===== config.mk =====
export PLATFORM = sky130hd
export DESIGN_NAME = jts16_tmap_arb
export DESIGN_NICKNAME = d
export VERILOG_FILES = /design/src/rtl/jts16_tmap_pkg.sv /design/src/rtl/jts16_tmap_slot.sv /design/src/rtl/jts16_tmap_arb.sv
export SDC_FILE = /design/constraint.sdc
export NUM_CORES = 1
export LEC_CHECK = 0
export CORE_MARGIN = 2
export CORE_UTILIZATION = 30
export CTS_BUF_LIST = sky130_fd_sc_hd__clkbuf_4
export DETAILED_ROUTE_END_ITERATION = 10
export HOLD_SLACK_MARGIN = 0.02
export PLACE_DENSITY = 0.59
export SETUP_SLACK_MARGIN = 0.3
export SLEW_MARGIN = 40
export SYNTH_ARGS = -nofsm -noshare
export SYNTH_HDL_FRONTEND = slang
export SYNTH_SLANG_ARGS = --single-unit

===== constraint.sdc =====
create_clock -name clk -period 5.4 [get_ports clk]
set_input_delay 1.62 -clock clk [delete_from_list [all_inputs] [get_ports clk]]
set_output_delay 1.62 -clock clk [all_outputs]
set_load 0.02 [all_outputs]

===== src/rtl/jts16_tmap_pkg.sv =====
// Shared definitions for the tile-map SDRAM read arbiter: port indices,
// arbiter states and the round-robin successor helper.
package jts16_tmap_pkg;

    localparam int unsigned NPORTS = 5;

    localparam logic [2:0] PORT_CHAR = 3'd0;
    localparam logic [2:0] PORT_MAP1 = 3'd1;
    localparam logic [2:0] PORT_SCR1 = 3'd2;
    localparam logic [2:0] PORT_MAP2 = 3'd3;
    localparam logic [2:0] PORT_SCR2 = 3'd4;

    typedef enum logic [1:0] {
        ST_IDLE  = 2'd0,
        ST_ISSUE = 2'd1,
        ST_WAIT  = 2'd2
    } state_e;

    function automatic logic [2:0] port_next(input logic [2:0] idx);
        return (idx == PORT_SCR2) ? PORT_CHAR : idx + 3'd1;
    endfunction

endpackage


===== src/rtl/jts16_tmap_slot.sv =====
// One requester cache entry: remembers the last fetched address and its data,
// and flags a hit when the requester still asks for that same address.
module jts16_tmap_slot #(
    parameter int unsigned AW = 13,
    parameter int unsigned DW = 32
) (
    input  logic          clk,
    input  logic          rstn,
    input  logic          cs_i,
    input  logic [AW-1:0] addr_i,
    input  logic          wr_i,
    input  logic [AW-1:0] wr_addr_i,
    input  logic [DW-1:0] wr_data_i,
    output logic [DW-1:0] data_o,
    output logic          ok_o,
    output logic          pend_o
);

    logic [AW-1:0] last_q, last_d;
    logic [DW-1:0] data_q, data_d;
    logic          valid_q, valid_d;

    always_comb begin
        last_d  = last_q;
        data_d  = data_q;
        valid_d = valid_q;
        if (wr_i) begin
            last_d  = wr_addr_i;
            data_d  = wr_data_i;
            valid_d = 1'b1;
        end
    end

    always_ff @(posedge clk or negedge rstn) begin
        if (!rstn) begin
            last_q  <= '0;
            data_q  <= '0;
            valid_q <= 1'b0;
        end else begin
            last_q  <= last_d;
            data_q  <= data_d;
            valid_q <= valid_d;
        end
    end

    assign data_o = data_q;
    assign ok_o   = cs_i & valid_q & (addr_i == last_q);
    assign pend_o = cs_i & ~ok_o;

endmodule


===== src/rtl/jts16_tmap_arb.sv =====
// Round-robin arbiter feeding five tile/map/scroll requesters from a single
// SDRAM read port, with one outstanding read and a sticky rdy timeout flag.
module jts16_tmap_arb
    import jts16_tmap_pkg::*;
#(
    parameter logic [21:0] CHAR_OFFSET = 22'h0,
    parameter logic [21:0] MAP1_OFFSET = 22'h0,
    parameter logic [21:0] MAP2_OFFSET = 22'h0,
    parameter logic [21:0] SCR1_OFFSET = 22'h0,
    parameter logic [21:0] SCR2_OFFSET = 22'h0,
    parameter logic [5:0]  TOUT        = 6'd63
) (
    input  logic        clk,
    input  logic        rstn,

    input  logic        char_cs,
    input  logic        map1_cs,
    input  logic        scr1_cs,
    input  logic        map2_cs,
    input  logic        scr2_cs,

    input  logic [12:0] char_addr,
    input  logic [14:0] map1_addr,
    input  logic [16:0] scr1_addr,
    input  logic [14:0] map2_addr,
    input  logic [16:0] scr2_addr,

    output logic [31:0] char_data,
    output logic [15:0] map1_data,
    output logic [31:0] scr1_data,
    output logic [15:0] map2_data,
    output logic [31:0] scr2_data,

    output logic        char_ok,
    output logic        map1_ok,
    output logic        scr1_ok,
    output logic        map2_ok,
    output logic        scr2_ok,

    output logic        sdram_req,
    output logic [21:0] sdram_addr,
    input  logic        sdram_ack,
    input  logic        sdram_rdy,
    input  logic [31:0] sdram_din,

    output logic        bad
);

    state_e             st_q, st_d;
    logic [2:0]         win_q, win_d;
    logic [2:0]         rr_q, rr_d;
    logic [16:0]        laddr_q, laddr_d;
    logic [21:0]        saddr_q, saddr_d;
    logic [5:0]         cnt_q, cnt_d;
    logic               bad_q, bad_d;

    logic [NPORTS-1:0]  pend;
    logic [NPORTS-1:0]  wr;
    logic               store;
    logic               found;
    logic [2:0]         pick;
    logic [2:0]         idx;
    logic [16:0]        sel_addr;
    logic [21:0]        sel_saddr;
    logic [15:0]        map_word;

    // Search begins one past the previous winner so every port gets a turn.
    always_comb begin
        found = 1'b0;
        pick  = rr_q;
        idx   = rr_q;
        for (int unsigned i = 0; i < NPORTS; i++) begin
            idx = port_next(idx);
            if (!found && pend[idx]) begin
                found = 1'b1;
                pick  = idx;
            end
        end
    end

    always_comb begin
        sel_addr  = '0;
        sel_saddr = '0;
        case (pick)
            PORT_CHAR: begin
                sel_addr  = {4'd0, char_addr};
                sel_saddr = CHAR_OFFSET + {8'd0, char_addr, 1'b0};
            end
            PORT_MAP1: begin
                sel_addr  = {2'd0, map1_addr};
                sel_saddr = MAP1_OFFSET + {7'd0, map1_addr[14:1], 1'b0};
            end
            PORT_SCR1: begin
                sel_addr  = scr1_addr;
                sel_saddr = SCR1_OFFSET + {4'd0, scr1_addr, 1'b0};
            end
            PORT_MAP2: begin
                sel_addr  = {2'd0, map2_addr};
                sel_saddr = MAP2_OFFSET + {7'd0, map2_addr[14:1], 1'b0};
            end
            default: begin
                sel_addr  = scr2_addr;
                sel_saddr = SCR2_OFFSET + {4'd0, scr2_addr, 1'b0};
            end
        endcase
    end

    always_comb begin
        st_d    = st_q;
        win_d   = win_q;
        rr_d    = rr_q;
        laddr_d = laddr_q;
        saddr_d = saddr_q;
        cnt_d   = cnt_q;
        bad_d   = bad_q;
        store   = 1'b0;
        case (st_q)
            ST_IDLE: begin
                cnt_d = '0;
                if (found) begin
                    win_d   = pick;
                    rr_d    = pick;
                    laddr_d = sel_addr;
                    saddr_d = sel_saddr;
                    st_d    = ST_ISSUE;
                end
            end
            ST_ISSUE: begin
                cnt_d = '0;
                if (sdram_ack) st_d = ST_WAIT;
            end
            ST_WAIT: begin
                // rdy takes priority over a timeout landing in the same cycle
                if (sdram_rdy) begin
                    store = 1'b1;
                    st_d  = ST_IDLE;
                end else if (cnt_q == TOUT - 6'd1) begin
                    bad_d = 1'b1;
                    st_d  = ST_IDLE;
                end else begin
                    cnt_d = cnt_q + 6'd1;
                end
            end
            default: st_d = ST_IDLE;
        endcase
    end

    always_ff @(posedge clk or negedge rstn) begin
        if (!rstn) begin
            st_q    <= ST_IDLE;
            win_q   <= PORT_CHAR;
            rr_q    <= PORT_SCR2;
            laddr_q <= '0;
            saddr_q <= '0;
            cnt_q   <= '0;
            bad_q   <= 1'b0;
        end else begin
            st_q    <= st_d;
            win_q   <= win_d;
            rr_q    <= rr_d;
            laddr_q <= laddr_d;
            saddr_q <= saddr_d;
            cnt_q   <= cnt_d;
            bad_q   <= bad_d;
        end
    end

    always_comb begin
        for (int unsigned k = 0; k < NPORTS; k++) begin
            wr[k] = store && (win_q == 3'(k));
        end
    end

    // Map entries are 16-bit halves of the fetched 32-bit word.
    assign map_word   = laddr_q[0] ? sdram_din[31:16] : sdram_din[15:0];
    assign sdram_req  = (st_q == ST_ISSUE);
    assign sdram_addr = saddr_q;
    assign bad        = bad_q;

    jts16_tmap_slot #(.AW(13), .DW(32)) u_char (
        .clk(clk), .rstn(rstn), .cs_i(char_cs), .addr_i(char_addr),
        .wr_i(wr[PORT_CHAR]), .wr_addr_i(laddr_q[12:0]), .wr_data_i(sdram_din),
        .data_o(char_data), .ok_o(char_ok), .pend_o(pend[PORT_CHAR])
    );

    jts16_tmap_slot #(.AW(15), .DW(16)) u_map1 (
        .clk(clk), .rstn(rstn), .cs_i(map1_cs), .addr_i(map1_addr),
        .wr_i(wr[PORT_MAP1]), .wr_addr_i(laddr_q[14:0]), .wr_data_i(map_word),
        .data_o(map1_data), .ok_o(map1_ok), .pend_o(pend[PORT_MAP1])
    );

    jts16_tmap_slot #(.AW(17), .DW(32)) u_scr1 (
        .clk(clk), .rstn(rstn), .cs_i(scr1_cs), .addr_i(scr1_addr),
        .wr_i(wr[PORT_SCR1]), .wr_addr_i(laddr_q), .wr_data_i(sdram_din),
        .data_o(scr1_data), .ok_o(scr1_ok), .pend_o(pend[PORT_SCR1])
    );

    jts16_tmap_slot #(.AW(15), .DW(16)) u_map2 (
        .clk(clk), .rstn(rstn), .cs_i(map2_cs), .addr_i(map2_addr),
        .wr_i(wr[PORT_MAP2]), .wr_addr_i(laddr_q[14:0]), .wr_data_i(map_word),
        .data_o(map2_data), .ok_o(map2_ok), .pend_o(pend[PORT_MAP2])
    );

    jts16_tmap_slot #(.AW(17), .DW(32)) u_scr2 (
        .clk(clk), .rstn(rstn), .cs_i(scr2_cs), .addr_i(scr2_addr),
        .wr_i(wr[PORT_SCR2]), .wr_addr_i(laddr_q), .wr_data_i(sdram_din),
        .data_o(scr2_data), .ok_o(scr2_ok), .pend_o(pend[PORT_SCR2])
    );

endmodule


==> results.md <==
Outcome:
- The run finished with clean final reports.

STA:
- Subtracting the final worst setup slack from the clock period gives a little over 5 ns.
- The number of setup violations in the final report is 0.
- The worst clock skew is between 0.07 and 0.08 ns.
- The number of hold violations in the final report is 0.
- For the pin with the worst max-slew slack, the measured transition is approximately 0.65 ns.
- The max-slew headroom at the worst pin is 56.5%.
- Setup repair after global routing could not meet its margin everywhere.
- Adding up every negative setup slack in the final design gives 0 ns.
- Timing would allow up to between 150 and 200 MHz.
- The number of pins with negative max-slew slack in the final report is 0.
- Across all hold checks on the routed design, the worst slack comes to 0.455 ns.
- The post-route fraction of the period consumed by the critical path is a little over 90%.

Critical path:
- In this run the register-to-register setup slack is about 0.5 ns.
- The type of the setup path with the least slack is in2reg.
- The worst register-to-register path ends at sdram_addr[1].
- The delay of the slowest cell on the worst path is 0.60 ns.
- The worst setup path is launched from a primary input.
- Following the worst setup path forward leads to its endpoint at sdram_addr[1].
- The count of cells along the worst register-to-register path is 19.
- In this run the worst path has a maximum fanout of 11.
- Together, buffers and inverters on the worst path number 5.
- Data arrives at the worst endpoint at 5.63 ns.
- The required time at the worst-slack endpoint is 6.00 ns.
- Walking the worst path, the cells encountered are clkdlybuf4s50_1 > xnor2_1 > nand4bb_1 > or4_4 > a41oi_1 > a32oi_1 > buf_4 > a211oi_1 > nand2_1 > o32ai_1 > buf_4 > o32ai_4 > buf_12 > buf_12 > mux2i_1 > o21ai_0 > o22a_1.
- The depth of the critical timing path with buffers and inverters included is 17.
- The first element of the critical path is map1_addr[8].
- The reg-to-reg startpoint is win_q[1].
- On the critical path, the stage with the largest delay is an instance of sky130_fd_sc_hd__or4_4.
- The kind of cell adding the most delay to the critical path is compound AO/OA/AOI/OAI gates.
- STA classifies the critical path endpoint as a flop.

Yosys:
- Counting flops and latches in the post-synthesis netlist gives roughly 260.
- During synthesis, Yosys emitted a total of 0 warnings.
- Dividing the synthesized area by the synthesized cell count gives about 12 µm².
- The number of enable flip-flop cells after synthesis is 0.
- The portion of the post-synthesis area used by sequential elements is about half.
- In the synthesized netlist, the number of instances is between 900 and 1000.
- In this run the cell area of the synthesized design comes to 12300 µm².
- The distinct cell type count of the synthesized netlist is a little under 80.
- The dominant synthesized flop cell is sky130_fd_sc_hd__dfrtp_1.
- Of all flip-flops after synthesis, the portion carrying an async set or reset was 100%.

Floorplanning:
- The horizontal extent of the die is 206 µm.
- The region available for standard cell placement spans between 40000 and 50000 µm².
- The vertical die dimension is just over 200 µm.
- The top-level I/O count is ~280.
- The die covers between 40000 and 50000 µm².
- The count of standard-cell rows is 74.
- For this configuration, the core starts out at a cell density of just over 30%.

CTS:
- The total number of H-tree levels is 3.
- At the later pin of the worst-skew pair, clock insertion delay measures between 0.7 and 0.8 ns.
- Buffers added to address setup during post-CTS repair amount to 0.
- The longest clock path from root to sink contains 3 buffers.
- The number of clock sinks is approximately 260.
- TritonCTS built the clock tree.
- After clock tree synthesis, the clock-pin slew on the worst setup and hold paths is approximately 0.060 ns.
- The number of clock buffers inserted by TritonCTS is 74.
- In this run, post-CTS hold repair placed 0 buffers.
- The clock tree root buffer cell is sky130_fd_sc_hd__clkbuf_4.

GRT:
- The number of antenna violations at the first check in global routing is 5.
- The first global-routing pass estimated about 60000 µm of wire.
- The via count of the first global-routing pass is 10180.
- The total track usage is 18.6%.
- The pin count of the biggest net entering global routing is 94.
- The total overflow left after global routing is 0.

Placed design:
- The half-perimeter wire length after placement is roughly 29000 µm.
- During placement, the flow inserted port buffers numbering about 270.
- At the end of routability-driven placement, the weighted congestion stood at a little under 0.9.
- In this run, placement finished with an instance count of ~1800.

Drt:
- The number of routed nets with antenna violations is 0.
- For this block, the initial DRC count from the detailed router was 564.
- The pre-antenna-repair detailed-routing pass consisted of 5 iterations.
- After detailed routing, the total wire length is approximately 40000 µm.
- The detail-routed via count per cell is between 4 and 5.
- Summing over every cut layer, the via total after detailed routing is around 9600.
- In the routed design, unresolved DRC markers number 0.
- The routed length per instance is ~20 µm.

Flow run:
- Across the run, the number of max-cap violations was 0.

Finish:
- The share of final-layout standard cells stronger than drive strength 1 is 31.3%.
- The final standard cell count with taps included and fillers excluded is 1979.
- The net total in the final layout is 1518.
- The fill cell total of the finished layout is between 3000 and 4000.
- The signed area change from the synthesized netlist to the final layout is 41.4%.

Hold path:
- The worst hold path belongs to the class reg2reg.
- The hold path startpoint is bad.
sequential cells by signal, summed over array words and instances (netlist names), 3 cells and up:
| name | flops |
|---|---|
| u_map2.data_o | 16 |
| u_char.data_o | 32 |
| u_scr1.data_o | 32 |
| u_scr2.last_q | 17 |
| u_char.last_q | 13 |
| u_scr2.data_o | 32 |
| u_scr1.last_q | 17 |
| laddr_q | 16 |
| win_q | 3 |
| sdram_addr | 16 |
| u_map1.data_o | 16 |
| cnt_q | 6 |
| u_map1.last_q | 15 |
| u_map2.last_q | 15 |
synthesized netlist by cell type, types with 12 or more instances:
library cell               instances  share of area, %
sky130_fd_sc_hd__dfrtp_1         254                52
sky130_fd_sc_hd__mux2_2          175                16
sky130_fd_sc_hd__nand2_1          62               1.9
sky130_fd_sc_hd__mux2i_1          51               4.2
sky130_fd_sc_hd__o21ai_0          50               2.0
sky130_fd_sc_hd__xor2_1           47               3.4
sky130_fd_sc_hd__xnor2_1          35               2.5
sky130_fd_sc_hd__o22a_1           30               2.1
sky130_fd_sc_hd__clkbuf_1         28              0.86
sky130_fd_sc_hd__a21oi_1          23              0.94
sky130_fd_sc_hd__nor2_1           22              0.67
sky130_fd_sc_hd__inv_1            17              0.52
sky130_fd_sc_hd__nor4_1           17              0.87
sky130_fd_sc_hd__nand4_1          16              0.82
sky130_fd_sc_hd__nand3_1          12              0.49
worst register-to-register path: stages (launching register included):
cell                        delay [ns]
sky130_fd_sc_hd__dfrtp_1          0.42
sky130_fd_sc_hd__inv_1            0.16
sky130_fd_sc_hd__ha_4             0.35
sky130_fd_sc_hd__inv_1            0.10
sky130_fd_sc_hd__ha_1             0.41
sky130_fd_sc_hd__inv_1            0.14
sky130_fd_sc_hd__ha_1             0.28
sky130_fd_sc_hd__nor2_1           0.14
sky130_fd_sc_hd__nand3_1          0.14
sky130_fd_sc_hd__a21o_1           0.22
sky130_fd_sc_hd__o21a_1           0.20
sky130_fd_sc_hd__mux2_4           0.32
sky130_fd_sc_hd__mux2_4           0.34
sky130_fd_sc_hd__buf_4            0.15
sky130_fd_sc_hd__a2111oi_4        0.33
sky130_fd_sc_hd__nor2_1           0.10
sky130_fd_sc_hd__or3_1            0.44
sky130_fd_sc_hd__buf_12           0.19
sky130_fd_sc_hd__nor2_2           0.19
sky130_fd_sc_hd__o22a_1           0.15
repair_timing:
action | CTS | global route
cloned | 0 | 0
pin swaps | 3 | 6
endpoints found under the hold margin | 0 | 0
gates resized for setup | 26 | 19
endpoints found under the setup margin | 8 | 31
worst min-delay path by stage:
| stage | slack, ns | cells past startpoint | to |
|---|---|---|---|
| 6_report | 0.45 | 1 | bad |
| 4_1_cts | 0.46 | 1 | bad |
| 5_1_grt | 0.48 | 1 | bad |
| 2_1_floorplan | 0.43 | 1 | u_map1.valid_q |
| 3_5_place_dp | 0.45 | 1 | bad |
| 3_3_place_gp | 0.45 | 1 | bad |
cells by family (layout without fill, tap and decap cells):
kind of cell	Yosys count	in the layout	synth area share [%]
XOR/XNOR	82	82	5.85
adder cells (fa/ha/maj)	10	10	1.02
multiplexers	229	229	20.6
flip-flops	255	255	52.0
AND/OR/NAND/NOR	182	182	8.29
buffers and inverters	68	515	2.73
other	1	8	0.0305
AO/OA/AOI/OAI	166	166	9.54
cell type report:
class                           count  area [µm²]  share of cell area, %
Antenna cell                        3        7.51                 0.0432
Clock buffer                      114         856                   4.93
Clock inverter                     16        78.8                  0.454
Inverter                           18        70.1                  0.404
Multi-Input combinational cell    674        5730                   33.0
Sequential cell                   255        6380                   36.8
Tap cell                          532         666                   3.83
Timing Repair Buffer              367        3570                   20.6
placed cells by master (no fill, tap or decap), types with 4 or more instances in the layout:
cell	netlist	routed
sky130_fd_sc_hd__clkdlybuf4s50_1	0	255
sky130_fd_sc_hd__dfrtp_1	254	254
sky130_fd_sc_hd__mux2_2	175	175
sky130_fd_sc_hd__clkbuf_4	0	114
sky130_fd_sc_hd__buf_4	7	87
sky130_fd_sc_hd__nand2_1	62	58
sky130_fd_sc_hd__mux2i_1	51	51
sky130_fd_sc_hd__o21ai_0	50	50
sky130_fd_sc_hd__xor2_1	47	44
sky130_fd_sc_hd__xnor2_1	35	34
sky130_fd_sc_hd__o22a_1	30	30
sky130_fd_sc_hd__a21oi_1	23	23
sky130_fd_sc_hd__nor2_1	22	20
sky130_fd_sc_hd__inv_1	17	17
sky130_fd_sc_hd__nand4_1	16	16
sky130_fd_sc_hd__nand3_1	12	12
sky130_fd_sc_hd__buf_12	1	12
sky130_fd_sc_hd__clkinv_1	0	11
sky130_fd_sc_hd__nor2_4	9	10
sky130_fd_sc_hd__o21ai_1	11	10
sky130_fd_sc_hd__nor4_1	17	9
sky130_fd_sc_hd__ha_1	10	9
sky130_fd_sc_hd__nor4_2	0	8
sky130_fd_sc_hd__and2_1	8	8
sky130_fd_sc_hd__nand2b_1	7	7
sky130_fd_sc_hd__o21a_1	5	5
sky130_fd_sc_hd__o211ai_1	5	5
sky130_fd_sc_hd__conb_1	1	5
sky130_fd_sc_hd__dlygate4sd2_1	0	5
sky130_fd_sc_hd__a21o_1	4	4
sky130_fd_sc_hd__and3_1	4	4
metrics by stage:
step,cell area (µm²),setup slack [ns],util [%]
2_1_floorplan,12300,0.651,-
3_3_place_gp,16300,-0.276,40.1
3_5_place_dp,16300,-0.316,40.1
4_1_cts,17300,0.279,42.5
5_1_grt,17400,0.284,42.7
6_report,17400,0.363,42.7
layer usage:
layer	part of all wire [%]	vias up	track usage (%)	wire [µm]
li1	-	4431	-	-
met1	43	4772	23.3	17000
met2	46	344	29.4	18300
met3	8.3	75	6.76	3300
met4	2.4	6	6.81	940
met5	0.12	-	0	46
Power is left out: the tool's default activity adds up to more than one toggle a clock period on the data nets, which glitch-free logic cannot reach.
